==> src/rtl/param_loader.sv <==
// Byte-stream command decoder for the scenario FSM's run-time parameter registers.
// Frames are A5, ADDR, VAL_HI, VAL_LO, CSUM, followed by a one-cycle commit with checksum, address and lock checks.
module param_loader #(
  parameter int PW                         = 16,
  parameter int TIMEOUT_CYCLES             = 1000,
  parameter int DEF_FG_OPEN_DELAY          = 100,
  parameter int DEF_DETECTOR_READY_TIMEOUT = 5000,
  parameter int DEF_PHASE_SHIFT            = 0,
  parameter int DEF_DETONATE_LEN           = 10,
  parameter int DEF_TRIGGER_LEN            = 10
) (
  input  logic          clk,
  input  logic          reset_signal,
  input  logic [7:0]    rx_data,
  input  logic          rx_valid,
  output logic          rx_ready,
  input  logic          scenario_busy,
  output logic [PW-1:0] fg_open_delay,
  output logic [PW-1:0] detector_ready_timeout,
  output logic [PW-1:0] phase_shift,
  output logic [PW-1:0] detonate_len,
  output logic [PW-1:0] trigger_len,
  output logic [4:0]    written_mask,
  output logic          params_complete,
  output logic          write_strobe,
  output logic          err_checksum,
  output logic          err_addr,
  output logic          err_locked,
  output logic          err_timeout
);

  localparam int TW = $clog2(TIMEOUT_CYCLES + 1);

  typedef enum logic [2:0] {S_SYNC, S_ADDR, S_VHI, S_VLO, S_CSUM, S_COMMIT} state_t;

  state_t        state, state_nxt;
  logic [TW-1:0] idle_cnt;
  logic [7:0]    addr_q, vhi_q, vlo_q, csum_q;
  logic [15:0]   raw;
  logic [PW-1:0] value;
  logic          accept, in_frame, timeout_hit, is_commit, bad_csum, bad_addr, do_write;

  assign raw = {vhi_q, vlo_q};

  generate
    if (PW > 16) begin : g_ext
      assign value = {{(PW-16){1'b0}}, raw};
    end else begin : g_trunc
      assign value = raw[PW-1:0];
    end
  endgenerate

  // NOTE: sequential state uses non-blocking (<=) so every flop samples pre-edge values.
  always_ff @(posedge clk) begin
    if (reset_signal) state <= S_SYNC;
    else              state <= state_nxt;
  end

  // NOTE: default assignment first so no path through the case infers a latch.
  always_comb begin
    state_nxt = state;
    case (state)
      S_SYNC:   if (accept && rx_data == 8'hA5) state_nxt = S_ADDR;
      S_ADDR:   if (accept) state_nxt = S_VHI;    else if (timeout_hit) state_nxt = S_SYNC;
      S_VHI:    if (accept) state_nxt = S_VLO;    else if (timeout_hit) state_nxt = S_SYNC;
      S_VLO:    if (accept) state_nxt = S_CSUM;   else if (timeout_hit) state_nxt = S_SYNC;
      S_CSUM:   if (accept) state_nxt = S_COMMIT; else if (timeout_hit) state_nxt = S_SYNC;
      default:  state_nxt = S_SYNC;
    endcase
  end

  // Commit outcome is decided in priority order: checksum, address, lock, then write.
  always_comb begin
    rx_ready    = (state != S_COMMIT);
    accept      = rx_valid && rx_ready;
    in_frame    = (state == S_ADDR) || (state == S_VHI) || (state == S_VLO) || (state == S_CSUM);
    timeout_hit = in_frame && !accept && (idle_cnt == TW'(TIMEOUT_CYCLES));
    is_commit   = (state == S_COMMIT);
    bad_csum    = (addr_q ^ vhi_q ^ vlo_q) != csum_q;
    bad_addr    = addr_q > 8'd4;
    do_write    = is_commit && !bad_csum && !bad_addr && !scenario_busy;
  end

  always_ff @(posedge clk) begin
    if (reset_signal) begin
      idle_cnt               <= '0;
      addr_q                 <= '0;
      vhi_q                  <= '0;
      vlo_q                  <= '0;
      csum_q                 <= '0;
      write_strobe           <= 1'b0;
      err_checksum           <= 1'b0;
      err_addr               <= 1'b0;
      err_locked             <= 1'b0;
      err_timeout            <= 1'b0;
      written_mask           <= '0;
      fg_open_delay          <= PW'(DEF_FG_OPEN_DELAY);
      detector_ready_timeout <= PW'(DEF_DETECTOR_READY_TIMEOUT);
      phase_shift            <= PW'(DEF_PHASE_SHIFT);
      detonate_len           <= PW'(DEF_DETONATE_LEN);
      trigger_len            <= PW'(DEF_TRIGGER_LEN);
    end else begin
      write_strobe <= do_write;
      err_checksum <= is_commit && bad_csum;
      err_addr     <= is_commit && !bad_csum && bad_addr;
      err_locked   <= is_commit && !bad_csum && !bad_addr && scenario_busy;
      err_timeout  <= timeout_hit;

      if (!in_frame || accept || timeout_hit) idle_cnt <= '0;
      else                                    idle_cnt <= idle_cnt + 1'b1;

      if (accept) begin
        case (state)
          S_ADDR:  addr_q <= rx_data;
          S_VHI:   vhi_q  <= rx_data;
          S_VLO:   vlo_q  <= rx_data;
          S_CSUM:  csum_q <= rx_data;
          default: ;
        endcase
      end

      if (do_write) begin
        case (addr_q[2:0])
          3'd0:    begin fg_open_delay          <= value; written_mask[0] <= 1'b1; end
          3'd1:    begin detector_ready_timeout <= value; written_mask[1] <= 1'b1; end
          3'd2:    begin phase_shift            <= value; written_mask[2] <= 1'b1; end
          3'd3:    begin detonate_len           <= value; written_mask[3] <= 1'b1; end
          default: begin trigger_len            <= value; written_mask[4] <= 1'b1; end
        endcase
      end
    end
  end

  assign params_complete = &written_mask;

endmodule

==> config.mk <==
export PLATFORM = sky130hd
export DESIGN_NAME = param_loader
export DESIGN_NICKNAME = d
export VERILOG_FILES = /design/src/rtl/param_loader.sv
export SDC_FILE = /design/constraint.sdc
export NUM_CORES = 1
export LEC_CHECK = 0
export CAP_MARGIN = 5
export CORE_MARGIN = 2
export CORE_UTILIZATION = 52
export CTS_CLUSTER_DIAMETER = 40
export DETAILED_ROUTE_END_ITERATION = 8
export PLACE_DENSITY = 0.82
export SKIP_LAST_GASP = 1
export SYNTH_ARGS = -nofsm -noshare
export SYNTH_HDL_FRONTEND = slang
export SYNTH_SLANG_ARGS = --single-unit
==> constraint.sdc <==
create_clock -name clk -period 2.9 [get_ports clk]
set_clock_uncertainty 0.15 [all_clocks]
set_input_delay 0.58 -clock clk [delete_from_list [all_inputs] [get_ports clk]]
set_output_delay 0.58 -clock clk [all_outputs]
set_load 0.005 [all_outputs]
==> impl_metrics.py, run 1 <==
metrics = {
    "placement": {
        "dpl.hpwl_um": 8750,
        "portBuffers": 103,
        "gp_congestion": 0.846,
        "post-place-ws_ns": 0.122,
    },
    "setup_path": {
        "r2r_end": "detector_ready_timeout[3]",
        "criticalPathCategory": "reg2out",
        "worstPathArrival_ns": 1.94,
        "path_max_fanout": 10,
        "crit_path_start_kind": "flip-flop",
        "cp-end-kind": "output pin",
        "reg2reg_setup_slack_ns": 0.38,
        "cp.required_ns": 2.17,
        "cp-endpoint": "rx_ready",
        "r2r_cells": 6,
        "r2r_start": "addr_q[3]",
        "cp-startpoint": "state[1]",
    },
    "finish": {
        "drive_gt1_frac": 0.102,
        "syn2layout_area_growth_pct": 31.2,
        "nets": 680,
        "ff_latch_area_um2": 2700,
        "multiInputGateArea_um2": 2690,
        "antennaDiodeCount": 0,
        "fillers": 788,
    },
    "drt": {
        "ant_nets": 0,
        "first_iter_violations": 307,
        "post_drt_wl_per_cell_um": 16.0,
        "vias_per_cell": 5.25,
        "routed_wl_um": 13100,
        "drc": 0,
        "routed-via-count": 4297,
        "first_pass_iters": 5,
    },
    "logic_synthesis": {
        "synth-async-reset-ratio": 0,
        "syn_nets": 578,
        "yosysSeqAreaShare": 0.477,
        "ys.flop_type": "dfxtp_1",
        "yosysWarnings": 0,
        "synthCells": 564,
        "synth-seq-cells": 135,
        "synth_edf_count": 0,
        "syn_avg_cell_area_um2": 10.1,
        "syn_area_um2": 5670,
        "ys_types": 44,
    },
    "die": {
        "row_count": 38,
        "fp.dieArea_um2": 11800,
        "die_w_um": 108,
        "io_pins": 104,
        "fp.coreArea_um2": 10700,
        "initial_core_util": 0.528,
        "die_y_um": 108,
    },
    "grt": {
        "grt_pass1_vias": 4201,
        "met1_usage": 0.293,
        "grt-ovfl-total": 0,
        "grt_max_degree": 75,
        "grtUsageTotal": 0.231,
        "met2_usage": 0.380,
        "grt_pass1_wl_um": 20900,
        "grt-busiest-layer": "met2",
        "antenna_found_initial": 0,
        "met3_usage": 0.0512,
    },
    "sta": {
        "rsz0062_at_grt": "false",
        "hold_violations": 0,
        "setup_viol": 0,
        "layout_setup_ws_ns": 0.230,
        "finalMaxSlewViolations": 0,
        "min_period_ns": 2.67,
        "tightest_slew_ns": 0.663,
        "fmax_mhz": 375,
        "relSlewSlack": 0.558,
        "fin_crit_sh": 0.921,
        "fin_setup_tns_ns": 0,
    },
    "power": {
        "switching_share": 0.201,
        "p_clk_frac": 0.554,
        "p_switching_uw": 869,
        "vdd_drop_max_uv": 375,
        "seq_power_share": 0.428,
        "powerDensity_nw_per_um2": 583,
        "p_leak_nw": 2.92,
        "p_int_mw": 3.46,
        "power_frac_comb": 0.018,
    },
    "clock_network": {
        "clock-sinks": 135,
        "clk_latency_ns": 0.52,
        "cts_hold_buffers": 0,
        "cts.htree.levels": 4,
        "cts_buffers": 17,
        "clk_path_buf_depth": 2,
        "ctsResizeCount": 0,
        "path_clk_slew_ns": 0.06,
        "post_cts_buffers": 0,
        "cts_tree": "built",
        "cts_root_buf": "clkbuf_8",
    },
    "min_path": {
        "hold_class": "reg2reg",
        "min_path_cells": 2,
    },
    "run_status": {
        "status": "completed",
    },
    "run": {
        "maxCapViolations": 0,
    },
}
final cells by class:
class | instances | share of cell area
timing repair buffer | 117 | 0.157
clock inverter | 15 | 0.0333
clock buffer | 17 | 0.0557
sequential | 135 | 0.363
inverter | 9 | 0.00454
tap | 140 | 0.0235
multi-input combinational | 386 | 0.362
logic make-up (layout without fill, tap and decap cells):
family	count (synthesis)	in the layout	share of synthesized area
muxes	97	97	0.171
xor gates and xnor gates	32	32	0.0494
DFF	135	135	0.477
buffers and inverters	43	158	0.0492
AOI/OAI and AO/OA	28	28	0.0278
and+or+nand+nor	227	227	0.221
adders and majority gates	2	2	0.00441
power by group through the flow:
| stage | sequential [mW] | clock (mW) | combinational (mW) |
|---|---|---|---|
| 5_1_grt | 1.85 | 2.51 | 0.0831 |
| 6_report | 1.85 | 2.40 | 0.0771 |
| 3_5_place_dp | 1.90 | 0 | 0.0759 |
| 3_3_place_gp | 1.90 | 0 | 0.0750 |
| 4_1_cts | 1.85 | 2.42 | 0.0763 |
| 2_1_floorplan | 1.90 | 0 | 0.0446 |
cell usage in the layout, fill, tap and decap left out, drive strengths merged, types with 2 or more instances in the layout:
master	count
a21oi	22
and3	3
buf	15
bufinv	6
clkbuf	17
clkdlybuf4s50	102
clkinv	3
clkinvlp	3
dfxtp	135
ha	2
inv	12
mux2i	97
nand2	37
nand2b	71
nand3	11
nand4	2
nor2	60
nor2b	2
nor3	9
nor4	3
nor4b	4
nor4bb	2
or2b	15
or4	3
xnor2	20
xor2	12
synth_stat cells (all sizes together) (2+ instances only):
| library cell | n | area (um2) |
|---|---|---|
| nor2 | 60 | 225 |
| nand2b | 71 | 444 |
| inv | 9 | 33.8 |
| nor3 | 9 | 50.1 |
| nand2 | 37 | 139 |
| mux2i | 97 | 971 |
| and3 | 3 | 18.8 |
| nor4bb | 2 | 20.0 |
| nand4 | 2 | 12.5 |
| clkbuf | 18 | 87.6 |
| xnor2 | 20 | 175 |
| or2b | 15 | 130 |
| nand3 | 11 | 55.1 |
| nor4b | 4 | 47.6 |
| a21oi | 22 | 110 |
| buf | 16 | 158 |
| xor2 | 12 | 105 |
| dfxtp | 135 | 2700 |
| nor4 | 3 | 31.3 |
| nor2b | 2 | 12.5 |
| ha | 2 | 25.0 |
| or4 | 3 | 30.0 |
critical path, stage by stage (launching register included):
cell	delay [ns]
dfxtp_1	0.53
nand3b_1	0.21
buf_4	0.15
clkdlybuf4s50_1	0.52
through the flow:
stage	hold WS, ns	power (mW)	utilization	cells	cell area, um2
after floorplan	0.287	1.94	-	564	5670
after global routing	0.341	4.45	0.692	819	7440
after global placement	0.300	1.97	0.631	787	6780
after detailed placement	0.310	1.97	0.631	787	6780
after CTS	0.319	4.35	0.692	819	7440
final	0.321	4.33	0.692	819	7440
state kept, by name, indices dropped and copies added, names as in the netlist, 8 cells and up:
register	cells
vhi_q	8
idle_cnt	10
detector_ready_timeout	16
vlo_q	8
detonate_len	16
trigger_len	16
addr_q	8
csum_q	8
fg_open_delay	16
phase_shift	16
metal layers:
metal,vias to the layer above,part of all wire
met5,-,0
met4,0,0.018
met3,21,0.056
met2,142,0.48
met1,2060,0.44
li1,2074,-
worst min path at each step:
stage | to | slack [ns] | start
global route | written_mask[2] | 0.34 | written_mask[2]
global placement | written_mask[2] | 0.30 | written_mask[2]
detailed placement | written_mask[2] | 0.31 | written_mask[2]
floorplan | idle_cnt[0] | 0.29 | idle_cnt[0]
CTS | written_mask[2] | 0.32 | written_mask[2]
finish | written_mask[3] | 0.32 | written_mask[3]
(Power assumes the default switching activity.)
==> inputs of run 2 (changes only) <==
CAP_MARGIN = 20   (was 5)
CTS_CLUSTER_SIZE = 28   (was default)
PLACE_DENSITY = 0.79   (was 0.82)
==> impl_metrics.py, run 2 (synthesis results as in run 1) <==
metrics = {
    "finish": {
        "nets": 680,
        "drive_gt1_frac": 0.0944,
        "mostFrequentLayoutCells": "dfxtp_1 (135), clkdlybuf4s50_1 (102), mux2i_1 (97)",
        "postLayoutCellArea_um2": 7350,
        "final_common_cell": "dfxtp_1",
        "antennaDiodeCount": 0,
        "syn2layout_area_growth_pct": 29.6,
    },
    "clock_network": {
        "cts_buffers": 17,
        "cts_tree": "built",
        "post_cts_buffers": 0,
        "ctsResizeCount": 0,
        "path_clk_slew_ns": 0.06,
        "clk_path_buf_depth": 2,
        "cts_hold_buffers": 0,
        "clk_latency_ns": 0.52,
        "cts_root_buf": "clkbuf_8",
        "cts.htree.levels": 4,
        "clock-sinks": 135,
    },
    "die": {
        "initial_core_util": 0.528,
        "die_y_um": 108,
        "row_count": 38,
        "fp.dieArea_um2": 11800,
        "die_w_um": 108,
        "fp.coreArea_um2": 10700,
        "io_pins": 104,
    },
    "sta": {
        "hold_violations": 0,
        "rsz0062_at_grt": "false",
        "setup_viol": 0,
        "finalMaxSlewViolations": 0,
        "tightest_slew_ns": 0.511,
        "fin_setup_tns_ns": 0,
        "fmax_mhz": 374,
        "relSlewSlack": 0.658,
        "fin_crit_sh": 0.922,
        "layout_setup_ws_ns": 0.226,
        "min_period_ns": 2.67,
    },
    "min_path": {
        "min_from": "reset_signal",
        "min_to": "csum_q[3]",
        "hold_class": "in2reg",
        "min_path_cells": 2,
    },
    "setup_path": {
        "reg2reg_setup_slack_ns": 0.36,
        "worstPathArrival_ns": 1.94,
        "path_max_fanout": 10,
        "cp.required_ns": 2.17,
        "r2r_start": "addr_q[3]",
        "criticalPathCategory": "reg2out",
        "cp-startpoint": "state[1]",
        "r2r_cells": 6,
        "r2r_end": "fg_open_delay[7]",
        "crit_path_start_kind": "flip-flop",
        "cp-end-kind": "output pin",
    },
    "grt": {
        "grt_max_degree": 112,
        "grt_pass1_wl_um": 21200,
        "met3_usage": 0.0530,
        "grt_pass1_vias": 4370,
        "antenna_found_initial": 0,
        "grt-ovfl-total": 0,
        "met1_usage": 0.289,
        "grtUsageTotal": 0.234,
        "grt-busiest-layer": "met2",
        "met2_usage": 0.391,
    },
    "power": {
        "finalPower_mw": 4.00,
        "powerDensity_nw_per_um2": 545,
        "p_leak_nw": 2.89,
        "vdd_drop_max_uv": 320,
    },
    "run_status": {
        "status": "completed",
    },
    "drt": {
        "drc": 0,
        "first_iter_violations": 247,
        "post_drt_wl_per_cell_um": 15.9,
        "ant_nets": 0,
        "first_pass_iters": 5,
        "routed-via-count": 4250,
        "routed_wl_um": 13000,
        "vias_per_cell": 5.20,
    },
    "placement": {
        "dpl.hpwl_um": 9060,
        "portBuffers": 103,
        "dpl_cell_area_um2": 6780,
        "gp_congestion": 0.865,
        "post-place-ws_ns": 0.114,
    },
    "run": {
        "maxCapViolations": 0,
    },
}
## run 2: metrics by stage
step	instances	hold WS [ns]	util
after floorplan	564	0.287	-
after global placement	787	0.300	0.631
after detailed placement	787	0.313	0.631
after CTS	818	0.287	0.684
after global routing	818	0.306	0.684
final	818	0.305	0.684
## run 2: critical path, cell delays in order, from the launching register on
cell and delay [ns]:
dfxtp_1 0.52, nand3b_1 0.22, buf_4 0.16, clkdlybuf4s50_1 0.52
## run 2: cell type report
| cell class | instances | area (um2) |
|---|---|---|
| fill | 832 | 3400 |
| multi-input combinational | 386 | 2690 |
| tap | 140 | 175 |
| clock buffer | 22 | 443 |
| sequential | 135 | 2700 |
| timing repair buffer | 117 | 1170 |
| clock inverter | 9 | 126 |
| inverter | 9 | 33.8 |
## run 2: how the worst max path moves through the flow
| stage | slack (ns) | to |
|---|---|---|
| 2_1_floorplan | 0.52 | fg_open_delay[10] |
| 3_3_place_gp | 0.18 | detector_ready_timeout[5] |
| 3_5_place_dp | 0.11 | detector_ready_timeout[8] |
| 4_1_cts | 0.20 | rx_ready |
| 5_1_grt | 0.16 | rx_ready |
| 6_report | 0.23 | rx_ready |
## run 2: report_power, final
group / switching (mW) / internal (mW)
clock: 0.748 / 1.32
sequential: 0.000246 / 1.86
combinational: 0.0439 / 0.0337
total: 0.792 / 3.21
## run 2: metal layers
metal,vias up,wire (um)
li1,2075,-
met1,2046,5870
met2,111,6380
met3,18,602
met4,0,176
met5,-,0
==> inputs of run 3 (changes only) <==
CORE_MARGIN = 4   (was 2)
CORE_UTILIZATION = 35   (was 52)
PLACE_DENSITY = default   (was 0.79)
==> impl_metrics.py, run 3 (synthesis results as in run 1) <==
metrics = {
    "sta": {
        "layout_setup_ws_ns": 0.333,
        "rsz0062_at_grt": "false",
        "finalMaxSlewViolations": 0,
        "relSlewSlack": 0.615,
        "hold_violations": 0,
        "fin_crit_sh": 0.885,
        "fin_setup_tns_ns": 0,
        "min_period_ns": 2.57,
        "tightest_slew_ns": 0.575,
        "setup_viol": 0,
        "fmax_mhz": 390,
    },
    "clock_network": {
        "cts_hold_buffers": 0,
        "post_cts_buffers": 0,
        "clock-sinks": 135,
        "clk_path_buf_depth": 2,
        "cts_tree": "built",
        "clk_latency_ns": 0.42,
        "ctsResizeCount": 0,
        "cts_buffers": 17,
        "cts.htree.levels": 4,
        "path_clk_slew_ns": 0.06,
        "cts_root_buf": "clkbuf_16",
    },
    "die": {
        "io_pins": 104,
        "die_w_um": 135,
        "die_y_um": 135,
        "fp.dieArea_um2": 18300,
        "fp.coreArea_um2": 15900,
        "initial_core_util": 0.357,
        "row_count": 46,
    },
    "placement": {
        "post-place-ws_ns": 0.111,
        "portBuffers": 103,
        "gp_congestion": 0.764,
        "dpl.hpwl_um": 9960,
    },
    "finish": {
        "mostFrequentLayoutCells": "dfxtp_1 (135), clkdlybuf4s50_1 (102), mux2i_1 (97)",
        "fillers": 1477,
        "final_common_cell": "dfxtp_1",
        "drive_gt1_frac": 0.100,
        "utilization": 0.475,
        "syn2layout_area_growth_pct": 33.1,
        "nets": 680,
        "antennaDiodeCount": 0,
    },
    "setup_path": {
        "worstPathArrival_ns": 1.84,
        "crit_path_top_delay_cell": "dfxtp_1",
        "crit_chain": "nand3b_1 -> buf_4 -> clkdlybuf4s50_1",
        "cp.required_ns": 2.17,
        "path_delay_family": "buffers and inverters",
        "path_max_fanout": 10,
        "crit_path_start_kind": "flip-flop",
        "cp-end-kind": "output pin",
        "crit_buf_inv": 2,
        "criticalPathCategory": "reg2out",
        "max_stage_delay_ns": 0.53,
    },
    "drt": {
        "first_pass_iters": 4,
        "ant_nets": 0,
        "vias_per_cell": 4.65,
        "drc": 0,
        "routed_wl_um": 13900,
        "first_iter_violations": 123,
        "post_drt_wl_per_cell_um": 15.5,
        "routed-via-count": 4160,
    },
    "min_path": {
        "hold_class": "reg2reg",
    },
    "grt": {
        "grtUsageTotal": 0.156,
        "grt-ovfl-total": 0,
        "antenna_found_initial": 0,
        "grt_max_degree": 85,
        "grt_pass1_wl_um": 22200,
        "grt_pass1_vias": 4198,
    },
    "power": {
        "p_leak_nw": 2.93,
        "powerDensity_nw_per_um2": 580,
        "vdd_drop_max_uv": 422,
    },
    "run_status": {
        "status": "completed",
    },
    "run": {
        "maxCapViolations": 0,
    },
}
[run 3: worst register-to-register path, stage by stage (launching register included)]
cell	delay [ns]
dfxtp_1	0.33
or4_4	0.56
or4_4	0.48
nor4b_1	0.35
and3_1	0.26
buf_12	0.14
mux2i_1	0.20
[run 3: worst paths after layout]
path	start	slack [ns]	cells past startpoint	to
worst max-delay path	state[0]	0.33	3	rx_ready
worst min-delay path	written_mask[2]	0.32	2	written_mask[2]
worst max register to register	addr_q[3]	0.36	6	detector_ready_timeout[8]
worst min register to register	written_mask[2]	0.32	2	written_mask[2]
[run 3: per-layer routing]
layer  vias up  part of all wire  global-route usage
met3         6             0.067              0.0617
met5         -                 0                   0
met4         0            0.0044              0.0336
met1      1966              0.46               0.201
met2       101              0.46               0.249
li1       2087                 -                   -
[run 3: layout make-up]
type | count | area, um2 | share of cell area
Tap cell | 216 | 270 | 0.0358
Timing Repair Buffer | 117 | 1170 | 0.155
Clock inverter | 14 | 245 | 0.0325
Sequential cell | 135 | 2700 | 0.358
Multi-Input combinational cell | 386 | 2690 | 0.357
Inverter | 9 | 33.8 | 0.00448
Clock buffer | 18 | 429 | 0.0569
[run 3: per-stage QoR]
step	std cells	hold WS, ns	cell area [um2]	power, mW
3_5_place_dp	863	0.305	6870	1.98
2_1_floorplan	564	0.287	5670	1.94
4_1_cts	895	0.314	7550	4.43
6_report	895	0.315	7550	4.38
5_1_grt	895	0.318	7550	4.54
3_3_place_gp	863	0.299	6870	1.98
[run 3: where the power goes]
group / total (mW) / switching (mW) / internal, mW
combinational: 0.0800 / 0.0453 / 0.0347
clock: 2.44 / 0.823 / 1.62
sequential: 1.86 / 0.000243 / 1.85
total: 4.38 / 0.868 / 3.51
